## config.mk

```make
export PLATFORM = sky130hd
export DESIGN_NAME = button_conditioner
export DESIGN_NICKNAME = d
export VERILOG_FILES = /design/src/rtl/button_pkg.sv /design/src/rtl/button_channel.sv /design/src/rtl/button_conditioner.sv
export SDC_FILE = /design/constraint.sdc
export NUM_CORES = 1
export LEC_CHECK = 0
export CAP_MARGIN = 20
export CELL_PAD_IN_SITES_DETAIL_PLACEMENT = 0
export CELL_PAD_IN_SITES_GLOBAL_PLACEMENT = 1
export CORE_MARGIN = 2
export CORE_UTILIZATION = 49
export CTS_BUF_LIST = sky130_fd_sc_hd__clkbuf_8
export CTS_CLUSTER_SIZE = 8
export DETAILED_ROUTE_END_ITERATION = 12
export PLACE_DENSITY_LB_ADDON = 0.12
export SLEW_MARGIN = 5
export SYNTH_ARGS = -nofsm -noshare
export SYNTH_HDL_FRONTEND = slang
export SYNTH_SLANG_ARGS = --single-unit
export TNS_END_PERCENT = 5
```

## constraint.sdc

```tcl
create_clock -name clk_clk -period 3.03 [get_ports clk_clk]
set_input_delay 0.606 -clock clk_clk [delete_from_list [all_inputs] [get_ports clk_clk]]
set_output_delay 0.606 -clock clk_clk [all_outputs]
set_load 0.02 [all_outputs]
```

## src/rtl/button_pkg.sv

```systemverilog
// Shared constants, timing helper and repeat-state encoding for the push-button
// conditioning path.
package button_pkg;

    localparam int CLK_HZ           = 50_000_000;
    localparam int DEBOUNCE_MS      = 10;
    localparam int REPEAT_DELAY_MS  = 500;
    localparam int REPEAT_PERIOD_MS = 100;

    typedef enum logic [1:0] {
        IDLE,
        DELAY,
        REPEAT
    } rpt_state_t;

    function automatic int cycles_from_ms(input int ms);
        return (CLK_HZ / 1000) * ms;
    endfunction

endpackage

```

## src/rtl/button_channel.sv

```systemverilog
// One button: 2-flop synchroniser, counting debouncer with press/release strobes,
// and an auto-repeat FSM driven by accepted press/release events.
module button_channel
    import button_pkg::*;
#(
    parameter int DEBOUNCE_CYCLES      = 500_000,
    parameter int REPEAT_DELAY_CYCLES  = 25_000_000,
    parameter int REPEAT_PERIOD_CYCLES = 5_000_000
) (
    input  logic clk_clk,
    input  logic reset_reset_n,
    input  logic key_n,
    output logic btn_n,
    output logic press_pulse,
    output logic release_pulse,
    output logic repeat_pulse,
    output logic long_held
);

    localparam int DCNT_W  = ($clog2(DEBOUNCE_CYCLES) < 1) ? 1 : $clog2(DEBOUNCE_CYCLES);
    localparam int RPT_MAX = (REPEAT_DELAY_CYCLES > REPEAT_PERIOD_CYCLES) ?
                             REPEAT_DELAY_CYCLES : REPEAT_PERIOD_CYCLES;
    localparam int RCNT_W  = ($clog2(RPT_MAX) < 1) ? 1 : $clog2(RPT_MAX);

    localparam logic [DCNT_W-1:0] DCNT_LAST   = DCNT_W'(DEBOUNCE_CYCLES - 1);
    localparam logic [RCNT_W-1:0] DELAY_LAST  = RCNT_W'(REPEAT_DELAY_CYCLES - 1);
    localparam logic [RCNT_W-1:0] PERIOD_LAST = RCNT_W'(REPEAT_PERIOD_CYCLES - 1);

    logic              s1_q, s1_d;
    logic              s2_q, s2_d;
    logic              stable_q, stable_d;
    logic [DCNT_W-1:0] dcnt_q, dcnt_d;
    logic              press_q, press_d;
    logic              release_q, release_d;
    rpt_state_t        state_q, state_d;
    logic [RCNT_W-1:0] rcnt_q, rcnt_d;
    logic              repeat_q, repeat_d;
    logic              long_q, long_d;

    always_comb begin
        s1_d      = key_n;
        s2_d      = s1_q;
        stable_d  = stable_q;
        dcnt_d    = dcnt_q;
        press_d   = 1'b0;
        release_d = 1'b0;

        // Any bounce back to the accepted level restarts the stability count.
        if (s2_q == stable_q) begin
            dcnt_d = '0;
        end else if (dcnt_q == DCNT_LAST) begin
            stable_d  = s2_q;
            dcnt_d    = '0;
            press_d   = stable_q;
            release_d = ~stable_q;
        end else begin
            dcnt_d = dcnt_q + 1'b1;
        end

        state_d  = state_q;
        rcnt_d   = rcnt_q;
        repeat_d = 1'b0;
        long_d   = long_q;

        // Release wins over a repeat that would land in the same cycle.
        if (release_d) begin
            state_d = IDLE;
            rcnt_d  = '0;
            long_d  = 1'b0;
        end else begin
            case (state_q)
                IDLE: begin
                    if (press_d) begin
                        state_d = DELAY;
                        rcnt_d  = DELAY_LAST;
                    end
                end
                DELAY: begin
                    if (rcnt_q == '0) begin
                        repeat_d = 1'b1;
                        long_d   = 1'b1;
                        rcnt_d   = PERIOD_LAST;
                        state_d  = REPEAT;
                    end else begin
                        rcnt_d = rcnt_q - 1'b1;
                    end
                end
                REPEAT: begin
                    if (rcnt_q == '0) begin
                        repeat_d = 1'b1;
                        rcnt_d   = PERIOD_LAST;
                    end else begin
                        rcnt_d = rcnt_q - 1'b1;
                    end
                end
                default: begin
                    state_d = IDLE;
                    rcnt_d  = '0;
                    long_d  = 1'b0;
                end
            endcase
        end
    end

    always_ff @(posedge clk_clk) begin
        if (!reset_reset_n) begin
            s1_q      <= 1'b1;
            s2_q      <= 1'b1;
            stable_q  <= 1'b1;
            dcnt_q    <= '0;
            press_q   <= 1'b0;
            release_q <= 1'b0;
            state_q   <= IDLE;
            rcnt_q    <= '0;
            repeat_q  <= 1'b0;
            long_q    <= 1'b0;
        end else begin
            s1_q      <= s1_d;
            s2_q      <= s2_d;
            stable_q  <= stable_d;
            dcnt_q    <= dcnt_d;
            press_q   <= press_d;
            release_q <= release_d;
            state_q   <= state_d;
            rcnt_q    <= rcnt_d;
            repeat_q  <= repeat_d;
            long_q    <= long_d;
        end
    end

    assign btn_n         = stable_q;
    assign press_pulse   = press_q;
    assign release_pulse = release_q;
    assign repeat_pulse  = repeat_q;
    assign long_held     = long_q;

endmodule

```

## src/rtl/button_conditioner.sv

```systemverilog
// Conditions the raw KEY inputs for the button PIO and emits per-button
// press/release/auto-repeat strobes for the game logic.
module button_conditioner
    import button_pkg::*;
#(
    parameter int NUM_BTN              = 4,
    parameter int DEBOUNCE_CYCLES      = cycles_from_ms(DEBOUNCE_MS),
    parameter int REPEAT_DELAY_CYCLES  = cycles_from_ms(REPEAT_DELAY_MS),
    parameter int REPEAT_PERIOD_CYCLES = cycles_from_ms(REPEAT_PERIOD_MS)
) (
    input  logic               clk_clk,
    input  logic               reset_reset_n,
    input  logic [NUM_BTN-1:0] key_n_in,
    output logic [NUM_BTN-1:0] btn_export_n,
    output logic [NUM_BTN-1:0] press_pulse,
    output logic [NUM_BTN-1:0] release_pulse,
    output logic [NUM_BTN-1:0] repeat_pulse,
    output logic [NUM_BTN-1:0] long_held
);

    for (genvar i = 0; i < NUM_BTN; i++) begin : g_chan
        button_channel #(
            .DEBOUNCE_CYCLES      (DEBOUNCE_CYCLES),
            .REPEAT_DELAY_CYCLES  (REPEAT_DELAY_CYCLES),
            .REPEAT_PERIOD_CYCLES (REPEAT_PERIOD_CYCLES)
        ) u_chan (
            .clk_clk       (clk_clk),
            .reset_reset_n (reset_reset_n),
            .key_n         (key_n_in[i]),
            .btn_n         (btn_export_n[i]),
            .press_pulse   (press_pulse[i]),
            .release_pulse (release_pulse[i]),
            .repeat_pulse  (repeat_pulse[i]),
            .long_held     (long_held[i])
        );
    end

endmodule
```

# Word level (Yosys, flattened, before mapping)

Index checks and enable logic that the tools add are counted.

Flip-flop bits (word level): 212
Latch bits: 0
Memory bits (writable): 0
Memory bits (read-only): 0
Output and inout bits: 20
Logic and storage cells: 185
Memories kept: 0

$add $sub $neg: 8
$mul: 0
Div/mod/pow operators: 0
Magnitude comparators: 0
Equality and inequality tests: 24
Shifts and indexed selects: 0
Multiplexer cells: 52
Bitwise operators: 21
Reduce and logical (&&, ||, !) cells: 40

Operators with widths:

| cell                  | count |
|---|---|
| $mux 25               | 8 |
| $pmux 25 s2           | 4 |
| $logic_not 25->1      | 4 |
| $sub 25x1->25 const B | 4 |
| $add 19x1->19 const B | 4 |
| $eq 19x19->1 const B  | 4 |
| $mux 1                | 24 |
| $pmux 2 s3            | 4 |
| $reduce_or 2->1       | 12 |
| $reduce_or 3->1       | 8 |
| $not 1->1             | 21 |
| $mux 2                | 8 |
| $ne 2x1->1 const B    | 8 |
| $reduce_and 2->1      | 8 |
| $reduce_and 3->1      | 4 |
| $eq 2x1->1 const B    | 4 |
| $eq 2x2->1 const B    | 4 |
| $logic_not 2->1       | 4 |
| $pmux 1 s2            | 4 |
| $eq 1x1->1            | 4 |

# Longest topological paths before layout

Depth in word-level cells: 5
Mapped depth: 10

# By module

From an unflattened synthesis, not the netlist that was laid out.

Cell total of the unflattened synthesis: 1,364
Area, all modules: 11,188.2 µm²

Modules (own cells, without submodules):

| module                                | instances | cells each | area each (µm²) | sequential area each (µm²) |
|---|---|---|---|---|
| button_channel (g_chan[0].u_chan ...) | 3         | 346        | 2,841.5         | 1,061.0 |
| button_channel (g_chan[3].u_chan)     | 1         | 326        | 2,663.8         | 1,061.0 |

# Least setup slack after synthesis

OpenSTA, ideal clock, no wires.

Kind: reg2reg
Start: reg g_chan[3].u_chan.rcnt_q[0]
End: reg g_chan[3].u_chan.state_q[0]
Setup time: 79 ps
Arrival: 2,299 ps
Setup slack: 651 ps
Cell stages (with the launch flop): 10
Path buffers: 1
Clock period less this slack: 2,379 ps
Path through: dfxtp_1 -> inv_1 -> ha_1 -> or3b_2 -> or4_4 -> or2_1 -> buf_6 -> a21oi_4 -> a21oi_1 -> a211oi_2

Longest elaborated chain between the ends: 3

Ends and longest elaborated chain:

| what                       | line                  | text |
|---|---|---|
| from (decl)                | button_channel.sv:36  | `logic [RCNT_W-1:0] rcnt_q, rcnt_d;` |
| from (signal assigned)     | button_channel.sv:125 | `rcnt_q <= rcnt_d;` |
| $logic_not 25->1           | button_channel.sv:79  | `if (rcnt_q == '0) begin` |
| $ne 2x1->1 (no line)       | --                    |  |
| $reduce_and 3->1 (no line) | --                    |  |
| to (signal assigned)       | button_channel.sv:124 | `state_q <= state_d;` |
| to (decl)                  | button_channel.sv:35  | `rpt_state_t state_q, state_d;` |

No other way between the ends.
A chain may end at the register's enable or synchronous reset.

# Final worst setup path

Ends and elaborated chain as after synthesis.

==> results <==
- Yosys mapped a number of flops with a built-in enable equal to 0.
- The critical path required time is 3.47 ns.
- The floorplan has 54 rows.
- The die is 153 microns tall.
- The number of failing hold endpoints at the final stage is 0.
- The cell area that synthesis handed to floorplanning was 10900 sq um.
- TritonCTS built the clock tree.
- The maximum achievable frequency is 357 MHz.
- The first-pass detailed-route iteration total is 5.
- The total area inside the core boundary comes to 21900 sq um.
- The total number of clock tree sinks is 212.
- Total power for the finished layout comes to 7.74 mW.
- The root buffer cell is sky130_fd_sc_hd__clkbuf_8.
- In the global route stage, overall resource usage came out at 0.223.
- The worst register-to-register path ends at g_chan[3].u_chan.state_q[0].
- Setup repair after global routing left no endpoint under its margin.
- In the post-synthesis netlist, the biggest area contributors are sky130_fd_sc_hd__dfxtp_1 (39%), sky130_fd_sc_hd__nor2_1 (6.6%), sky130_fd_sc_hd__a21oi_1 (4.5%).
- During placement, the flow inserted port buffers numbering 25.
- The number of nets with antenna violations after routing is 0.
- Clock-pin slew was measured on the worst setup and hold paths at 0.06 ns.
- The data arrival time of the critical path is 3.24 ns.
- The number of library cell types mapped by synthesis is 75.
- Along the worst hold path, the cell count comes to 1.
- The final-stage net count is 1444.
- The biggest area contributor in the post-synthesis netlist is sky130_fd_sc_hd__dfxtp_1.
- When the netlist entered floorplanning its net count stood at 1407.
- The die is 153 microns wide.
- Headroom to the max-slew limit came out at 0.518.
- The number of warnings reported in the yosys synthesis log is 0.
- The total wire length is 26.4 mm.
- The final standard cell count with taps included and fillers excluded is 1716.
- Setup slack closes at 0.233 ns.
- For the final routed database, the setup TNS stands at 0 ns.
- The post-cts hold buffer count is 0.
- Summed over all cells, the static leakage comes to 4.50 nW.
- After filler insertion, the fill cell instance count of the layout stands at 2116.
- The tightest min-delay check is of the reg2reg type.
- The largest individual stage delay along the critical path comes from the cell sky130_fd_sc_hd__or4_4.
- Grouping stages by cell kind, the critical path spends the most delay in simple AND/OR/NAND/NOR gates.
- The primary flip-flop cell chosen by synthesis mapping is sky130_fd_sc_hd__dfxtp_1.
- In this run the worst path has a maximum fanout of 16.
- The number of buffers added by the clock tree synthesis step is 39.
- The logic depth of the worst setup path including buffers is 8.
- For the pin with the worst max-slew slack, the measured transition is 0.723 ns.
- Detailed placement finished with a half-perimeter wire length of 18.0 mm.
- The detailed router finished its first iteration with 482 violations.
- Once the clock tree was built, the resizer swapped 0 gates to a different size.
- The worst-case hold path end point is g_chan[3].u_chan.s2_q.
- The number of standard cells after synthesis is 1377.
- The overall die area is 23600 sq um.
- The average vias per placed instance is 5.72.
- The routing layer with the top usage in global route is met2.
- The number of buffers and inverters on the critical path is 1.
- Across the VDD grid, the largest voltage drop is 0.000429 V.
- The maximum number of pins on one net before global-route repair is 21.
- The sequential element share of the synthesized area is 0.388.
- The top cell types in the final layout, fill and taps aside, are sky130_fd_sc_hd__dfxtp_1 (212), sky130_fd_sc_hd__nor2_1 (192), sky130_fd_sc_hd__nand2_1 (109).
- Post-CTS timing repair inserted 0 buffers for setup.
- The number of synthesized register bits is 212.
- The launching instance or port of the critical path is g_chan[3].u_chan.rcnt_q[0].
- The initial utilization of the core area, before any placement, comes to 0.500.
- The met2 usage is 0.349.
- The first global-routing pass estimated 44.7 mm of wire.
- The count of endpoints failing setup in the final report is 0.
- After layout, the minimum clock period comes to 2.80 ns.
- For this run, global-route usage on met1 was measured as 0.317.
- The pre-CTS setup slack is 0.272 ns.
- The insertion delay to the later sink of the worst-skew pair is 0.52 ns.
- The clock arrives with 0.0132 ns of skew.
- The longest clock path from root to sink contains 3 buffers.
- The total via count in the routed design is 9821.
- The worst register-to-register path begins at g_chan[3].u_chan.rcnt_q[0].
- The weighted congestion at the end of routability-driven global placement is 0.840.
- The initial antenna violation count is 0.
- The number of global-route vias before repair is 9124.
- The count of H-tree levels built during CTS is 2.
- The critical path goes through inv_1, ha_1, or3b_2, or4_4, or2_1, a21oi_4, a21oi_1, a211oi_2.
- The I/O pin total is 26.
- STA classifies the critical path startpoint as a flop.
- In the synthesized netlist the async set-or-reset flop fraction comes to 0.
- The run finished with clean final reports.
- The average cell area after synthesis is 7.95 sq um.
- The finished cells cover 12300 sq um.
- In this run the cell area measured after placement is 11500 sq um.
- The register-to-register setup slack is 0.23 ns.
- The power per cell area is 631 nW/um^2.
- For this run, design rule violations remaining after detail routing come to 0.
- The cell depth of the worst flop-to-flop path is 8.
- The total overflow left after global routing is 0.
- The met3 usage is 0.0349.
- The type of the worst setup path is reg2reg.
- The average wire length per cell after detail routing is 15.4 microns.
- Leaving out fill and tap cells, the most frequent cell in the layout is sky130_fd_sc_hd__dfxtp_1.
- The hold path startpoint is g_chan[3].u_chan.s1_q.
- The number of cells in the design after placement is 1653.
- The layout cell share with drive strength beyond 1 is 0.0801.
- The final number of max-transition violations is 0.
- Across the run, the number of max-cap violations was 0.
- The number of antenna diodes in the final layout is 0.
- The share of the synthesized area in the top cell type is 0.388.
- The largest single stage delay on the critical path is 0.53 ns.
- The growth of design area from synthesis to finish is 12.0%.
- Dividing the final minimum period by the clock period gives 0.923.
- The sort of element at the end of the critical path is a flop.
==> worst register-to-register path: cells and delay by family (launching register included) <==
family	cells	cell delay [ns]
AND/OR/NAND/NOR	3	1.55
AO/OA/AOI/OAI	3	0.57
flip-flops	1	0.35
adder cells (fa/ha/maj)	1	0.18
buffers and inverters	1	0.08
==> stage by stage <==
step,hold slack [ns],util
6_report,0.413,0.560
2_1_floorplan,0.386,-
3_3_place_gp,0.391,0.525
3_5_place_dp,0.394,0.525
5_1_grt,0.420,0.560
4_1_cts,0.425,0.560
==> synthesized netlist by cell type, types with 5 or more instances <==
cell,instances
sky130_fd_sc_hd__nor4b_1,7
sky130_fd_sc_hd__nor2_1,192
sky130_fd_sc_hd__or3_1,19
sky130_fd_sc_hd__nor2b_1,6
sky130_fd_sc_hd__clkbuf_1,38
sky130_fd_sc_hd__o21a_1,5
sky130_fd_sc_hd__mux2i_1,7
sky130_fd_sc_hd__nand3_1,65
sky130_fd_sc_hd__buf_2,8
sky130_fd_sc_hd__xnor2_1,41
sky130_fd_sc_hd__o21ai_1,5
sky130_fd_sc_hd__inv_1,40
sky130_fd_sc_hd__nor4_1,34
sky130_fd_sc_hd__dfxtp_1,212
sky130_fd_sc_hd__nand4_1,21
sky130_fd_sc_hd__o2bb2ai_1,5
sky130_fd_sc_hd__nand2b_1,21
sky130_fd_sc_hd__and2_1,8
sky130_fd_sc_hd__nand2_1,109
sky130_fd_sc_hd__ha_1,24
sky130_fd_sc_hd__a31oi_1,11
sky130_fd_sc_hd__a211oi_1,5
sky130_fd_sc_hd__nand4b_1,8
sky130_fd_sc_hd__a21oi_1,98
sky130_fd_sc_hd__o31ai_1,13
sky130_fd_sc_hd__and3_1,25
sky130_fd_sc_hd__nor3_1,75
sky130_fd_sc_hd__buf_4,20
sky130_fd_sc_hd__o211ai_1,11
sky130_fd_sc_hd__or4_1,18
sky130_fd_sc_hd__o31a_1,6
sky130_fd_sc_hd__o21ai_0,87
sky130_fd_sc_hd__xor2_1,53
sky130_fd_sc_hd__and4_1,8
==> state kept, by name, indices dropped and copies added (netlist names) <==
| register | count |
|---|---|
| g_chan.u_chan.press_pulse | 4 |
| g_chan.u_chan.s1_q | 4 |
| g_chan.u_chan.btn_n | 4 |
| g_chan.u_chan.dcnt_q | 76 |
| g_chan.u_chan.rcnt_q | 100 |
| g_chan.u_chan.s2_q | 4 |
| g_chan.u_chan.long_held | 4 |
| g_chan.u_chan.repeat_pulse | 4 |
| g_chan.u_chan.release_pulse | 4 |
| g_chan.u_chan.state_q | 8 |
==> worst max path at each step <==
stage,endpoint,slack [ns]
final,g_chan[3].u_chan.state_q[0],0.23
after global placement,g_chan[3].u_chan.state_q[0],0.29
after global routing,g_chan[3].u_chan.rcnt_q[23],0.06
after detailed placement,g_chan[3].u_chan.rcnt_q[10],0.27
after floorplan,g_chan[3].u_chan.state_q[0],0.65
after CTS,g_chan[3].u_chan.rcnt_q[7],0.25
==> area by class of cell <==
class	instances	area (sq um)	share of cell area
Tap cell	280	350	0.0286
Sequential cell	212	4240	0.346
Multi-Input combinational cell	1054	6190	0.505
Inverter	40	150	0.0122
Clock inverter	11	42.5	0.00347
Clock buffer	52	716	0.0584
Timing Repair Buffer	67	566	0.0461
==> per-layer routing <==
layer | share of wire | routed length, microns
met2 | 0.45 | 11800
met3 | 0.043 | 1140
met1 | 0.49 | 12900
met4 | 0.020 | 539
met5 | 0 | 0
==> logic make-up after synthesis <==
kind of cell | Yosys count | synth area share
xor+xnor | 94 | 0.0752
fa+ha+maj | 24 | 0.0274
buf+inv | 111 | 0.0472
flops | 212 | 0.388
mux | 8 | 0.00743
compound gates | 283 | 0.156
simple gates | 645 | 0.299
==> power by group <==
part / switching, mW / internal (mW) / leakage [nW]
Clock: 1.15 / 1.51 / 0.431
Sequential: 0.100 / 2.89 / 1.71
Combinational: 1.33 / 0.760 / 2.36
Note: power is estimated with default switching activity, not from simulation.
